$ cat config.mk
export PLATFORM = sky130hd
export DESIGN_NAME = data_mem_dma
export DESIGN_NICKNAME = d
export VERILOG_FILES = /design/src/rtl/data_mem_dma.sv
export SDC_FILE = /design/constraint.sdc
export NUM_CORES = 1
export LEC_CHECK = 0
export ABC_AREA = 1
export ABC_CLOCK_PERIOD_IN_PS = 2300
export CAP_MARGIN = 15
export CORE_UTILIZATION = 44
export CTS_CLUSTER_DIAMETER = 40
export DETAILED_ROUTE_END_ITERATION = 7
export PLACE_DENSITY = 0.75
export SYNTH_ARGS = -nofsm -noshare
export SYNTH_HDL_FRONTEND = slang
export SYNTH_SLANG_ARGS = --single-unit
$ cat constraint.sdc
create_clock -name clk -period 2.3 [get_ports clk]
set_input_delay 0.345 -clock clk [delete_from_list [all_inputs] [get_ports clk]]
set_output_delay 0.345 -clock clk [all_outputs]
set_load 0.005 [all_outputs]
$ cat src/rtl/data_mem_dma.sv
// data_mem_dma: owns the single port of data_memory. The CPU MEM stage always
// wins the port; a small byte-copy DMA engine uses only cycles the CPU leaves
// idle. The CPU's last load value is held locally so DMA reads, which reuse
// the memory's read_data register, are never visible to the CPU.
//
// Handshake: there is no backpressure towards the CPU. A CPU access in a cycle
// (cpu_mem_read | cpu_mem_write) owns the port in that same cycle; load data
// is presented on cpu_read_data in the following cycle and held until the next
// load. dma_start is accepted only in IDLE; dma_done is a one-cycle pulse.
module data_mem_dma #(
  parameter int ADDR_W = 8,
  parameter int DATA_W = 8
) (
  input  logic              clk,
  input  logic              reset,
  input  logic              cpu_mem_read,
  input  logic              cpu_mem_write,
  input  logic [ADDR_W-1:0] cpu_address,
  input  logic [DATA_W-1:0] cpu_write_data,
  output logic [DATA_W-1:0] cpu_read_data,
  input  logic              dma_start,
  input  logic [ADDR_W-1:0] dma_src,
  input  logic [ADDR_W-1:0] dma_dst,
  input  logic [ADDR_W-1:0] dma_len,
  output logic              dma_busy,
  output logic              dma_done,
  output logic              mem_read,
  output logic              mem_write,
  output logic [ADDR_W-1:0] mem_address,
  output logic [DATA_W-1:0] mem_write_data,
  input  logic [DATA_W-1:0] mem_read_data
);

  typedef enum logic [2:0] {
    S_IDLE = 3'd0,
    S_RD   = 3'd1,
    S_CAP  = 3'd2,
    S_WR   = 3'd3,
    S_DONE = 3'd4
  } state_t;

  localparam logic [ADDR_W-1:0] ONE = ADDR_W'(1);

  state_t            state_q, state_d;
  logic [ADDR_W-1:0] src_q, src_d;
  logic [ADDR_W-1:0] dst_q, dst_d;
  logic [ADDR_W-1:0] len_q, len_d;
  logic [ADDR_W-1:0] idx_q, idx_d;
  logic [DATA_W-1:0] buf_q, buf_d;
  logic [DATA_W-1:0] hold_q, hold_d;
  logic              rd_pend_q, rd_pend_d;

  logic              cpu_active;
  logic              dma_rd_req;
  logic              dma_wr_req;
  logic [ADDR_W-1:0] rd_addr;
  logic [ADDR_W-1:0] wr_addr;

  assign cpu_active = cpu_mem_read | cpu_mem_write;
  // Address arithmetic wraps naturally at ADDR_W bits.
  assign rd_addr    = src_q + idx_q;
  assign wr_addr    = dst_q + idx_q;

  assign dma_busy   = (state_q == S_RD) || (state_q == S_CAP) || (state_q == S_WR);
  assign dma_done   = (state_q == S_DONE);

  // Copy FSM next-state: each byte is RD (issue read), CAP (grab data), WR.
  always_comb begin
    state_d    = state_q;
    src_d      = src_q;
    dst_d      = dst_q;
    len_d      = len_q;
    idx_d      = idx_q;
    buf_d      = buf_q;
    dma_rd_req = 1'b0;
    dma_wr_req = 1'b0;
    case (state_q)
      S_IDLE: begin
        if (dma_start) begin
          if (dma_len != '0) begin
            src_d   = dma_src;
            dst_d   = dma_dst;
            len_d   = dma_len;
            idx_d   = '0;
            state_d = S_RD;
          end else begin
            state_d = S_DONE;
          end
        end
      end
      S_RD: begin
        if (!cpu_active) begin
          dma_rd_req = 1'b1;
          state_d    = S_CAP;
        end
      end
      S_CAP: begin
        // Read data registered by the memory is valid now even if the CPU
        // is using the port this cycle; its own data only lands next cycle.
        buf_d   = mem_read_data;
        state_d = S_WR;
      end
      S_WR: begin
        if (!cpu_active) begin
          dma_wr_req = 1'b1;
          if (idx_q == (len_q - ONE)) begin
            state_d = S_DONE;
          end else begin
            idx_d   = idx_q + ONE;
            state_d = S_RD;
          end
        end
      end
      S_DONE: begin
        state_d = S_IDLE;
      end
      default: begin
        state_d = S_IDLE;
      end
    endcase
  end

  // Port mux: CPU passes through untouched whenever it is active.
  always_comb begin
    if (cpu_active) begin
      mem_read       = cpu_mem_read;
      mem_write      = cpu_mem_write;
      mem_address    = cpu_address;
      mem_write_data = cpu_write_data;
    end else begin
      mem_read       = dma_rd_req;
      mem_write      = dma_wr_req;
      mem_address    = (state_q == S_WR) ? wr_addr : rd_addr;
      mem_write_data = buf_q;
    end
  end

  // CPU load result: live memory data in the cycle after a CPU read, else held.
  always_comb begin
    rd_pend_d     = cpu_mem_read;
    hold_d        = rd_pend_q ? mem_read_data : hold_q;
    cpu_read_data = rd_pend_q ? mem_read_data : hold_q;
  end

  // State and datapath registers, cleared by synchronous reset.
  always_ff @(posedge clk) begin
    if (reset) begin
      state_q   <= S_IDLE;
      src_q     <= '0;
      dst_q     <= '0;
      len_q     <= '0;
      idx_q     <= '0;
      buf_q     <= '0;
      hold_q    <= '0;
      rd_pend_q <= 1'b0;
    end else begin
      state_q   <= state_d;
      src_q     <= src_d;
      dst_q     <= dst_d;
      len_q     <= len_d;
      idx_q     <= idx_d;
      buf_q     <= buf_d;
      hold_q    <= hold_d;
      rd_pend_q <= rd_pend_d;
    end
  end

endmodule
## Word level (Yosys, flattened, before mapping)

Cells that the tools add are included.

- Word-level logic and storage cells: 50
- Memories: 0
- Input bits: 53
- Latch bits: 0
- Flip-flop bits (word level): 52
- Output and inout bits: 28
- Bits in writable memories: 0
- Bits in read-only memories: 0

- Eq/ne operators: 10
- $lt $le $gt $ge: 0
- $add $sub $neg: 4
- Shift-type cells: 0
- $mul: 0
- Bitwise gates (word level): 1
- Reductions and logical operators: 8
- Muxes and demuxes: 19
- Divide/modulo/power cells: 0

Operator list:

| cell | count |
|---|---|
| 8-bit two-way mux | 8 |
| 8-bit adder | 2 |
| 8-bit one-hot mux with 2 select lines | 1 |
| 3-bit two-way mux | 5 |
| 3-bit one-hot mux with 4 select lines | 1 |
| 2-bit != test (second input constant) | 5 |
| 8-bit by 1-bit adder with 8-bit output (second input constant) | 1 |
| 8-bit == test | 1 |
| 8-bit nonzero test | 1 |
| 8-bit by 1-bit subtractor with 8-bit output (second input constant) | 1 |
| 3-bit by 2-bit == test with 1-bit output (second input constant) | 2 |
| 3-bit AND reduction | 2 |
| 5-bit AND reduction | 1 |
| 1-bit two-way mux | 4 |
| 3-bit by 1-bit == test with 1-bit output (second input constant) | 1 |
| 3-bit == test (second input constant) | 1 |
| 3-bit zero test | 1 |
| 1-bit logical OR | 2 |
| 2-bit nonzero test | 1 |
| 1-bit bitwise OR | 1 |

## Depth between registers and ports, before layout

- Word-level depth: 5
- Mapped depth: 16
- Mapped depth without buffers: 16

## Worst setup path after synthesis

Ideal clock, no wire load.

- Path type: register to output
- From: register state_q[0]
- To: output port mem_address[6]
- Required time: 1.955 ns
- Stages on the path, launching flop included: 17
- Path buffers: 1
- Path slack: -0.317 ns
- Data arrival time: 2.272 ns
- Path through: dfxtp_1 inv_1 nor2_1 nand2_1 clkbuf_1 nand2_1 o21ai_0 ha_1 fa_1 nand2_1 nand2_1 a21oi_1 or2_2 nand2_1 nand2_1 nand3_1 a31oi_1

- Word-level cells in the longest chain between the ends: 3

Ends and longest elaborated chain:

| what | line | text |
|---|---|---|
| from (decl) | 44 | `state_t state_q, state_d;` |
| from (signal assigned) | 157 | `state_q <= state_d;` |
| 3-bit by 2-bit == test with 1-bit output | 133 | `mem_address = (state_q == S_WR) ? wr_addr : rd_addr;` |
| 8-bit two-way mux | 133 |  |
| 8-bit two-way mux | 125 | `if (cpu_active) begin` |
| to (decl) | 29 | `output logic [ADDR_W-1:0] mem_address,` |

Every way passes these cells.

## Final worst setup path

Ends and elaborated chain as after synthesis.

==> out/summary.log <==
qor: synth.syn_nets 521
qor: clock_tree.clock_tree_from_tritoncts built
qor: synth.synth_sequential_area_ratio 35.4%
qor: synth.ys_warn_count 0
qor: flow_run.cap_violations 0
qor: pwr.irDropWorstVdd 516 uV
qor: worst_hold_path.min_delay_path_depth 2
qor: sta.final_max_slew_viol_count 0
qor: detailed_routing.route.detailed.wl_per_inst 13.3 um
qor: finish.insertedDiodeCount 0
qor: floorplan.initial_core_util 45.8%
qor: finish.final_util 69.8%
qor: setup_path.worstSetupStartpointType flop
qor: global_route.grt_antenna_before_repair 0
qor: synth.synthesis.area_per_instance 6.43 um2
qor: sta.rsz_0062_raised_after_global_routing true
qor: finish.final_net_count 651
qor: placement.detailedPlacementHpwl 6.32 mm
qor: detailed_routing.num_vias 3420
qor: pwr.totalPowerFinal 2.96 mW
qor: sta.final-setup-viol-count 7
qor: clock_tree.cts.sinks 52
qor: floorplan.top_level_ports 81
qor: global_route.grt_first_pass_wirelength 14.5 mm
qor: floorplan.core 6420 um2
qor: sta.final.setup_skew 11.6 ps
qor: detailed_routing.route.antenna.remaining_nets 0
qor: sta.max_slew_margin 72.7%
qor: detailed_routing.routed_via_density 5.14
qor: pwr.leakage 2.05 nW
qor: setup_path.timing.critical_path.fanout_max 8
qor: setup_path.critical-path-top-delay-family simple AND/OR/NAND/NOR gates
qor: clock_tree.worstSkewPairLatency 320 ps
qor: sta.finalHoldViolCount 0
qor: setup_path.worstPathCellList inv_2 -> nor2_4 -> nand2_4 -> nand2_4 -> o21ai_4 -> ha_4 -> fa_2 -> nand2_2 -> nand2_2 -> a21oi_2 -> or2_4 -> nand2_2 -> nand2_2 -> nand3_2 -> a31oi_1 -> buf_2
qor: sta.fmaxAchievable 347 MHz
qor: synth.synth_cell_types 29
qor: placement.gp_congestion 0.861
qor: floorplan.fp-row-count 29
qor: synth.synth_seq_cells 52
qor: clock_tree.cts.reportedPaths.clkPinSlew 100 ps
qor: global_route.first_global_vias 3143
qor: setup_path.reg2reg_depth 15
qor: setup_path.critPathLaunch state_q[0]$_SDFFE_PP0P_
qor: detailed_routing.route.final.wire_length 8.87 mm
qor: sta.fin_crit_sh 125%
qor: placement.portBuffers 80
qor: outcome.failing_checks DRC, setup timing
qor: finish.layout-area-overhead-vs-synth 52.2%
qor: detailed_routing.drcViolationCount 12
qor: detailed_routing.drt_first_iter_violations 273
qor: setup_path.worstSetupPathDepth 16
qor: finish.share_of_post_route_cells_with_drive_strength_above_1 20.0%
qor: setup_path.crit_arrival 2540 ps
qor: detailed_routing.dr.pass1.iters 7
qor: setup_path.crit_required 1960 ps
qor: synth.syn-instance-count 458
qor: clock_tree.cts_made_buffers 5
qor: floorplan.chipHeight 83.8 um
qor: clock_tree.cts-htree-levels 2
qor: floorplan.design.die.area 7020 um2
qor: sta.setup_slack -583 ps
qor: worst_hold_path.hold_path_startpoint len_q[7]$_SDFFE_PP0P_
qor: setup_path.worstReg2RegStart len_q[0]$_SDFFE_PP0P_
qor: setup_path.timing.critical_path.mode_cell nand2_2
qor: clock_tree.clock_path_buffers 2
qor: setup_path.cp_num_buf_inv 2
qor: outcome.outcome finished, violations left
qor: setup_path.crit_path_max_incr_delay 360 ps
qor: worst_hold_path.hold_class reg2reg
qor: global_route.global_route.usage.total 25.5%
qor: global_route.grt_overflow_total 0
qor: setup_path.critPathCaptureType output pin
qor: setup_path.crit_type reg2out
qor: global_route.grt_start_max_net_pins 40
qor: sta.tightestPinTransition 406 ps
qor: synth.post_synth_instance_area 2940 um2
qor: setup_path.worst_path_max_delay_cell dfxtp_2
qor: sta.post-route-min-period 2880 ps
qor: pwr.power_per_cell_area 662 nW/um2
qor: floorplan.die_x 83.8 um
qor: clock_tree.cts-root-buf clkbuf_8
per-layer routing:
metal	vias to the layer above	GRT usage, %	wire length (um)	share of wire (%)
met5	-	0	0	0
met4	0	9.87	208	2.3
met3	21	5.24	632	7.1
met2	143	40.5	4140	47
met1	1527	34.0	3890	44
li1	1729	-	-	-
flip-flops by register name (all words and copies together) (netlist names):
register	cells
rd_pend_q	1
idx_q	8
dst_q	8
len_q	8
buf_q	8
hold_q	8
state_q	3
src_q	8
cell families (layout without fill, tap and decap cells):
kind of cell / Yosys count / after routing / share of synthesized area, %
AO/OA/AOI/OAI: 101 / 101 / 17.9
XOR/XNOR: 10 / 10 / 2.98
adder cells (fa/ha/maj): 10 / 10 / 4.50
buffers and inverters: 67 / 198 / 8.63
flip-flops: 52 / 52 / 35.4
AND/OR/NAND/NOR: 218 / 218 / 30.6
cell usage after synthesis:
library cell  number  share of area [%]
a21o_1             2               0.51
nor2_1            47                6.0
buf_2              2               0.34
o21ai_0           49                8.3
nor4_1             2               0.42
nand3b_1           1               0.26
dfxtp_1           52                 35
a21oi_1           44                7.5
buf_1              1               0.13
nand3_1           22                3.7
nand2_4            2               0.76
a31oi_1            2               0.42
inv_1             49                6.2
ha_1               9                3.8
a21oi_2            3               0.89
nand2_2            1               0.21
inv_2              2               0.26
or2_1              1               0.21
nor2_2             3               0.64
xor2_1             7                2.1
or2_2              1               0.21
nand2_1          131                 17
clkbuf_1          13                1.7
nor2_4             1               0.38
xnor2_1            3               0.89
nor3_1             5               0.85
o21bai_1           1               0.26
fa_1               1               0.68
nor3b_1            1               0.26
stage by stage:
| stage | area (um2) | std cells | hold WS [ps] | setup TNS [ps] | worst slack, ps |
|---|---|---|---|---|---|
| floorplan | 2980 | 458 | 420 | -130 | -130 |
| global placement | 4130 | 639 | 450 | -2310 | -530 |
| detailed placement | 4130 | 639 | 459 | -2780 | -597 |
| CTS | 4390 | 664 | 474 | -2080 | -443 |
| global route | 4480 | 666 | 493 | -3300 | -699 |
| finish | 4480 | 666 | 471 | -2590 | -583 |
repair_timing:
action / in CTS / in global routing
hold buffers: 0 / 0
resized for setup: 58 / 21
pin swaps: 23 / 12
cloned: 0 / 0
hold endpoints to repair: 0 / 0
setup buffers: 17 / 4
endpoints found under the setup margin: 8 / 9
power breakdown:
group          total, mW  switching, mW  internal [mW]
clock              0.550          0.325          0.224
sequential          1.13         0.0973           1.03
combinational       1.29          0.688          0.602
total               2.96           1.11           1.85
cells in the final DEF (no fill, tap or decap), types with 3 or more instances in the layout:
| master | Yosys | final |
|---|---|---|
| nand3_1 | 22 | 20 |
| buf_4 | 0 | 52 |
| nand2_2 | 1 | 8 |
| o21ai_0 | 49 | 38 |
| clkbuf_8 | 0 | 5 |
| nand2_1 | 131 | 120 |
| xnor2_1 | 3 | 3 |
| buf_2 | 2 | 8 |
| inv_1 | 49 | 48 |
| a21oi_2 | 3 | 6 |
| ha_1 | 9 | 7 |
| inv_2 | 2 | 3 |
| xor2_1 | 7 | 7 |
| buf_6 | 0 | 5 |
| nor2_1 | 47 | 44 |
| clkdlybuf4s50_1 | 0 | 70 |
| o21ai_4 | 0 | 3 |
| o21ai_1 | 0 | 6 |
| dfxtp_1 | 52 | 50 |
| nand2_4 | 2 | 6 |
| a21oi_1 | 44 | 41 |
| nor3_1 | 5 | 5 |
| nor2_2 | 3 | 5 |
tightest hold or removal path, stage by stage, from the launching register on:
cell     delay [ps]
dfxtp_1         330
inv_1            50
a21oi_1          50
final cells by class:
type                       instances  area [um2]
timing repair buffer             139        1250
tap                               77        96.3
fill                             507        1940
inverter                          51         191
clock buffer                       5        68.8
multi-input combinational        339        1800
sequential                        52        1040
clock inverter                     3        26.3
worst paths after layout:
kind                            to  slack (ps)
max                 mem_address[6]        -580
min          len_q[7]$_SDFFE_PP0P_         470
max reg2reg  idx_q[1]$_SDFFE_PP0P_         250
min reg2reg  len_q[7]$_SDFFE_PP0P_         470
(Power assumes the default switching activity.)
